File: src/rtl/fetch_align_buffer.sv
// fetch_align_buffer
//
// Instruction-fetch stage that sits directly in front of the decompressor.
// It issues word-aligned 32-bit reads to instruction memory and queues the
// returned halfwords. Each instruction is then presented as a 32-bit window
// together with its PC. An instruction may be 16 or 32 bits long and may
// start on any halfword. A redirect flushes the queue and restarts fetch at
// a new PC. Any response still in flight for the old stream is dropped.
//
// Compile-time option:
//   FETCH_RVC_EN  defined   : compressed (16-bit) instructions are supported.
//                             The queue holds 3 halfwords and PCs are
//                             halfword-aligned.
//   FETCH_RVC_EN  undefined : 32-bit instructions only. The queue holds
//                             2 halfwords, every transfer is 4 bytes, and
//                             redirect_pc[1] is ignored.
//
// Ports:
//   clk, rst            clock and synchronous active-high reset
//   redirect            flush the queue and restart fetch at redirect_pc
//   redirect_pc         new PC (bit 0 ignored)
//   mem_req, mem_addr   one-cycle read request, word-aligned address
//   mem_rvalid          read data valid
//   mem_rdata           read data, little-endian halfwords
//   inst_valid          inst_out / inst_pc / inst_is_16 are valid
//   inst_ready          consumer accepts the current instruction
//   inst_out            instruction window; the oldest halfword is in [15:0]
//   inst_pc             PC of inst_out
//   inst_is_16          inst_out[1:0] != 2'b11 (compressed encoding)
module fetch_align_buffer #(
    parameter logic [31:0] RESET_PC = 32'h0000_0000
) (
    input  logic        clk,
    input  logic        rst,
    input  logic        redirect,
    input  logic [31:0] redirect_pc,
    output logic        mem_req,
    output logic [31:0] mem_addr,
    input  logic        mem_rvalid,
    input  logic [31:0] mem_rdata,
    output logic        inst_valid,
    input  logic        inst_ready,
    output logic [31:0] inst_out,
    output logic [31:0] inst_pc,
    output logic        inst_is_16
);

`ifdef FETCH_RVC_EN
    localparam bit RVC_EN = 1'b1;
    localparam int DEPTH  = 3;
`else
    localparam bit RVC_EN = 1'b0;
    localparam int DEPTH  = 2;
`endif
    // Without compressed support, every PC is word-aligned.
    localparam logic [31:0] PC_MASK = RVC_EN ? ~32'h1 : ~32'h3;

    logic [15:0] hb_reg  [DEPTH];
    logic [15:0] hb_next [DEPTH];
    // Zero-padded view of the queue. Shifted reads past the end stay in range.
    logic [15:0] hb_ext  [DEPTH+2];
    logic [15:0] push_hw [2];

    logic [1:0]  count_reg, count_next;
    logic        pend_reg, discard_reg, skip_reg;
    logic [31:0] fetch_addr_reg;
    logic [31:0] inst_pc_reg;

    logic        head_is_16, issue_ok, rsp_fire, keep_rsp, xfer;
    logic [1:0]  pop_cnt, push_cnt, keep_cnt;
    logic [2:0]  count_sum;

    // ---------------- outputs: registered state only ----------------
    always_comb begin
        head_is_16 = RVC_EN && (count_reg != 2'd0) && (hb_reg[0][1:0] != 2'b11);
        inst_valid = ((count_reg >= 2'd1) && head_is_16) || (count_reg >= 2'd2);
        if (count_reg >= 2'd2) begin
            inst_out = {hb_reg[1], hb_reg[0]};
        end else if (count_reg == 2'd1) begin
            inst_out = {16'h0000, hb_reg[0]};
        end else begin
            inst_out = 32'h0000_0000;
        end
    end

    assign inst_is_16 = head_is_16;
    assign inst_pc    = inst_pc_reg;
    assign mem_addr   = fetch_addr_reg;

    // Only request when a full word is guaranteed to fit behind the survivors.
    assign issue_ok = RVC_EN ? (count_reg <= 2'd1) : (count_reg == 2'd0);
    assign mem_req  = !rst && !redirect && !pend_reg && issue_ok;

    // ---------------- queue bookkeeping ----------------
    always_comb begin
        rsp_fire   = mem_rvalid && pend_reg;
        keep_rsp   = rsp_fire && !discard_reg && !redirect;
        push_cnt   = !keep_rsp ? 2'd0 : (skip_reg ? 2'd1 : 2'd2);
        push_hw[0] = skip_reg ? mem_rdata[31:16] : mem_rdata[15:0];
        push_hw[1] = mem_rdata[31:16];
        xfer       = inst_valid && inst_ready && !redirect;
        pop_cnt    = !xfer ? 2'd0 : (head_is_16 ? 2'd1 : 2'd2);
        keep_cnt   = count_reg - pop_cnt;
        count_sum  = {1'b0, keep_cnt} + {1'b0, push_cnt};
        count_next = count_sum[1:0];
    end

    genvar gi;
    generate
        for (gi = 0; gi < DEPTH + 2; gi++) begin : g_ext
            if (gi < DEPTH) begin : g_live
                assign hb_ext[gi] = hb_reg[gi];
            end else begin : g_pad
                assign hb_ext[gi] = 16'h0000;
            end
        end

        // Each slot either takes a survivor shifted down by pop_cnt, or
        // takes a newly returned halfword appended after the survivors.
        for (gi = 0; gi < DEPTH; gi++) begin : g_slot
            localparam logic [1:0] SLOT = 2'(gi);
            logic [15:0] slot_next;
            logic [1:0]  push_off;
            always_comb begin
                push_off  = SLOT - keep_cnt;
                slot_next = hb_reg[gi];
                if (SLOT < keep_cnt) begin
                    case (pop_cnt)
                        2'd0:    slot_next = hb_ext[gi];
                        2'd1:    slot_next = hb_ext[gi+1];
                        default: slot_next = hb_ext[gi+2];
                    endcase
                end else if ((push_off == 2'd0) && (push_cnt != 2'd0)) begin
                    slot_next = push_hw[0];
                end else if ((push_off == 2'd1) && (push_cnt == 2'd2)) begin
                    slot_next = push_hw[1];
                end
            end
            assign hb_next[gi] = slot_next;
        end
    endgenerate

    // Halfword payload. count_reg qualifies it, so it needs no reset.
    always_ff @(posedge clk) begin
        for (int i = 0; i < DEPTH; i++) begin
            hb_reg[i] <= hb_next[i];
        end
    end

    // ---------------- control state ----------------
    always_ff @(posedge clk) begin
        if (rst) begin
            count_reg      <= 2'd0;
            pend_reg       <= 1'b0;
            discard_reg    <= 1'b0;
            skip_reg       <= RVC_EN && RESET_PC[1];
            inst_pc_reg    <= RESET_PC & PC_MASK;
            fetch_addr_reg <= RESET_PC & ~32'h3;
        end else if (redirect) begin
            count_reg      <= 2'd0;
            inst_pc_reg    <= redirect_pc & PC_MASK;
            fetch_addr_reg <= redirect_pc & ~32'h3;
            skip_reg       <= RVC_EN && redirect_pc[1];
            // A response still owed after this cycle belongs to the old
            // stream. A response landing this cycle is dropped here and
            // needs no flag.
            pend_reg       <= pend_reg && !mem_rvalid;
            discard_reg    <= pend_reg && !mem_rvalid;
        end else begin
            count_reg <= count_next;
            if (xfer) begin
                inst_pc_reg <= inst_pc_reg + (head_is_16 ? 32'd2 : 32'd4);
            end
            if (mem_req) begin
                pend_reg       <= 1'b1;
                fetch_addr_reg <= fetch_addr_reg + 32'd4;
            end else if (rsp_fire) begin
                pend_reg <= 1'b0;
            end
            if (rsp_fire) begin
                if (discard_reg) begin
                    discard_reg <= 1'b0;
                end else if (skip_reg) begin
                    skip_reg <= 1'b0;
                end
            end
        end
    end

endmodule

File: config.mk
export PLATFORM = sky130hd
export DESIGN_NAME = fetch_align_buffer
export DESIGN_NICKNAME = d
export VERILOG_FILES = /design/src/rtl/fetch_align_buffer.sv
export SDC_FILE = /design/constraint.sdc
export NUM_CORES = 1
export LEC_CHECK = 0
export CAP_MARGIN = 20
export CELL_PAD_IN_SITES_DETAIL_PLACEMENT = 2
export CELL_PAD_IN_SITES_GLOBAL_PLACEMENT = 2
export CORE_UTILIZATION = 29
export CTS_CLUSTER_SIZE = 24
export DETAILED_ROUTE_END_ITERATION = 8
export GPL_TIMING_DRIVEN = 0
export PLACE_DENSITY_LB_ADDON = 0.1
export SLEW_MARGIN = 30
export SYNTH_ARGS = -nofsm -noshare
export SYNTH_HDL_FRONTEND = slang
export SYNTH_SLANG_ARGS = --single-unit
File: constraint.sdc
create_clock -name clk -period 7.7 [get_ports clk]
set_clock_uncertainty 0.2 [all_clocks]
set_input_delay 1.54 -clock clk [delete_from_list [all_inputs] [get_ports clk]]
set_output_delay 1.54 -clock clk [all_outputs]
set_load 0.02 [all_outputs]
==> reports/qor.csv <==
stage;metric;value;unit
timing;Slew HR;47.7;%
yosys;Post-Syn Instances;539;
timing;endpoints failing hold;0;
yosys;Post-synth ARST share;0;%
yosys;Mapped Area;5070;µm²
critical_path;crit path from;rst;
placement;DP HPWL;14700;µm
final_layout;Area growth, synth to finish;43.1;%
critical_path;CP cell instances;clkdlybuf4s50_1 -> or3_4 -> inv_6 -> clkdlybuf4s50_1;
routing;antenna viol nets, final;0;
yosys;Synth Area in Adders;0.741;%
critical_path;highest-delay cell along the critical path;clkdlybuf4s50_1;
timing;setup_tns;0;ns
floorplanning;height of the die;134;µm
clocking;PostCTS Resize Cnt;0;
critical_path;cell mode on critical path;clkdlybuf4s50_1;
yosys;simple logic cell fraction of the synthesized area;24.9;%
global_routing;Global Route Usage Sum;21.3;%
yosys;Yosys reg bits;95;
final_layout;FF/Latch Area;2220;µm²
routing;DR iter-0 viols;194;
clocking;Skew-Pair Late Insertion Delay;0.35;ns
timing;Highest Clock Rate;202;MHz
placement;DP Worst Slack;2.58;ns
yosys;dominant cell by count in the synthesized netlist;dfxtp_1;
timing;Final min period;4.96;ns
clocking;CTS Buffer Depth;2;
critical_path;data required time of the worst path;5.96;ns
clocking;CTS hold repair buffers;0;
final_layout;fill count;1844;
yosys;synthesized area per cell;9.40;µm²
hold_path;HP Start;mem_addr[11];
yosys;largest cells by area after synthesis;dfxtp_1 25%, edfxtp_1 19%, xnor2_1 6.7%;
routing;DR vias;4763;
critical_path;WP buf/inv;3;
yosys;Post-Synth XOR/XNOR Area;8.29;%
global_routing;pin count of the biggest net entering global routing;33;
critical_path;delay-heaviest family, CP;buffers and inverters;
critical_path;Max Fanout on Critical Path;6;
global_routing;vias in the first global route;5138;
clocking;Reg clk slew, reported paths;0.07;ns
placement;I/O Buffers;159;
yosys;Post-synth EDFFs;32;
global_routing;total global routing overflow;0;
yosys;main combinational cell family by area after synthesis;simple AND/OR/NAND/NOR gates;
routing;final WL;18900;µm
timing;worst-margin pin slew;0.784;ns
yosys;predominant post-synthesis flop cell;dfxtp_1;
floorplanning;Initial Util;30.1;%
floorplanning;I/O pin cnt;168;
yosys;Synth Area in Compound Gates;13.0;%
power_and_ir_drop;total power;1.25;mW
clocking;Setup Buffers After CTS;0;
final_layout;antenna fix cells;0;
global_routing;first-pass GRT wire length;29400;µm
timing;RSZ-0062 raised after global routing;false;
timing;Max Slew Vio Count;0;
power_and_ir_drop;Peak VDD IR;0.0000868;V
hold_path;Worst Hold Class;flip-flop to flip-flop;
run;number of max-cap violations;0;
critical_path;CP endpoint kind;primary output;
yosys;top cell type's share of synthesized area;24.9;%
yosys;sequential area share after synthesis;43.8;%
critical_path;critical path arrival;3.22;ns
final_layout;area occupied by multi-input gates;2600;µm²
placement;placer congestion estimate;0.808;
yosys;Cell variety after synth;49;
clocking;CTS tree;yes;
routing;WL/cell;20.1;µm
floorplanning;Rows;47;
final_layout;nets;785;
yosys;commonest cells in the netlist;63 x dfxtp_1, 50 x and2_1, 39 x xnor2_1;
yosys;Ys Warns;0;
timing;final setup fails;0;
final_layout;Largest register FFs;32;
routing;Via density;5.08;
floorplanning;DIE AREA;18000;µm²
floorplanning;Die X;134;µm
critical_path;crit path launch type;primary input;
critical_path;Critical Path Max Stage Delay;0.63;ns
critical_path;worst setup path class;primary input to primary output;
yosys;mux share of post-synthesis cell area;3.95;%
yosys;cell taking the most area after synthesis;dfxtp_1;
power_and_ir_drop;Power Density;173;nW/µm²
timing;Min Hold Slack;0.355;ns
timing;post-layout worst setup margin;2.74;ns
clocking;clk sinks;95;
timing;period utilisation layout;64.4;%
final_layout;fraction of layout cells with a size suffix above 1;5.99;%
clocking;H-tree depth;3;
floorplanning;total core area;16800;µm²
clocking;CTS Buf Count;9;
power_and_ir_drop;Leakage Power;2.47;nW
routing;DRC;0;
global_routing;initial antenna violation count;0;
critical_path;reg2reg start;count_reg[1];
routing;drt pass-1 iters;4;
outcome;status;completed;
clocking;root buf cell;clkbuf_16;
[metrics by stage]
stage | area [µm²] | std cells | util (%)
2_1_floorplan | 5080 | 543 | -
3_3_place_gp | 6950 | 922 | 41.3
3_5_place_dp | 6950 | 922 | 41.3
4_1_cts | 7250 | 938 | 43.1
5_1_grt | 7250 | 938 | 43.1
6_report | 7250 | 938 | 43.1
[cell usage in the layout, fill, tap and decap left out, types with 2 or more instances in the layout]
cell	n
a211oi_1	9
a21boi_0	32
a21boi_1	3
a21oi_1	35
a31oi_1	4
and2_1	49
and3_1	10
and4_1	6
buf_2	5
buf_4	5
clkbuf_1	26
clkbuf_16	9
clkdlybuf4s50_1	159
clkinv_4	2
conb_1	5
dfxtp_1	63
edfxtp_1	32
ha_1	3
inv_1	21
mux2i_1	20
nand2_1	28
nand3_1	16
nand4_1	14
nand4_4	2
nor2_1	32
nor3_1	15
nor4_1	21
nor4_2	2
nor4_4	3
o211ai_1	3
o21ai_0	3
o21bai_1	2
o22ai_1	4
o311ai_0	3
or2_2	2
or3_1	3
xnor2_1	39
xor2_1	9
[kinds of logic (layout without fill, tap and decap cells)]
family                   after synthesis  count (layout)
AND/OR/NAND/NOR                      211             211
flip-flops                            95              95
multiplexers                          20              20
other                                  1               5
XOR/XNOR                              48              48
adder cells (fa/ha/maj)                3               3
AO/OA/AOI/OAI                        101             101
buffers and inverters                 60             235
[worst reg2reg max path, cell delays in order, from the launching register on]
cell      delay, ns
dfxtp_1        0.34
buf_2          0.19
a21boi_1       0.23
inv_1          0.26
clkbuf_1       0.37
ha_1           0.23
clkbuf_1       0.42
buf_1          0.66
mux2i_1        0.30
nor2_1         0.07
[cell type report]
class	instances	share of cell area [%]
multi-input combinational	388	35.8
sequential	95	30.6
timing repair buffer	159	21.9
tap	220	3.79
clock buffer	12	3.41
buffer	37	2.36
inverter	23	1.26
clock inverter	4	0.759
[where the power goes]
part	leakage (nW)	total [mW]	switching [mW]	internal, mW
combinational	1.51	0.213	0.108	0.105
clock	0.146	0.465	0.201	0.264
sequential	0.813	0.577	0.0327	0.545
[final timing paths]
path / end / slack (ns) / cells after the start
worst min-delay path: mem_addr[11] / 0.35 / 2
worst max register to register: hb_reg[0][7] / 4.18 / 9
worst max-delay path: mem_req / 2.74 / 4
worst min register to register: mem_addr[11] / 0.35 / 2
[metal layers]
metal | global-route usage [%] | part of all wire (%)
met5 | 0 | 0
met2 | 37.8 | 50
met1 | 27.1 | 44
met4 | 5.74 | 1.1
met3 | 2.68 | 4.4
(Power assumes the default switching activity.)
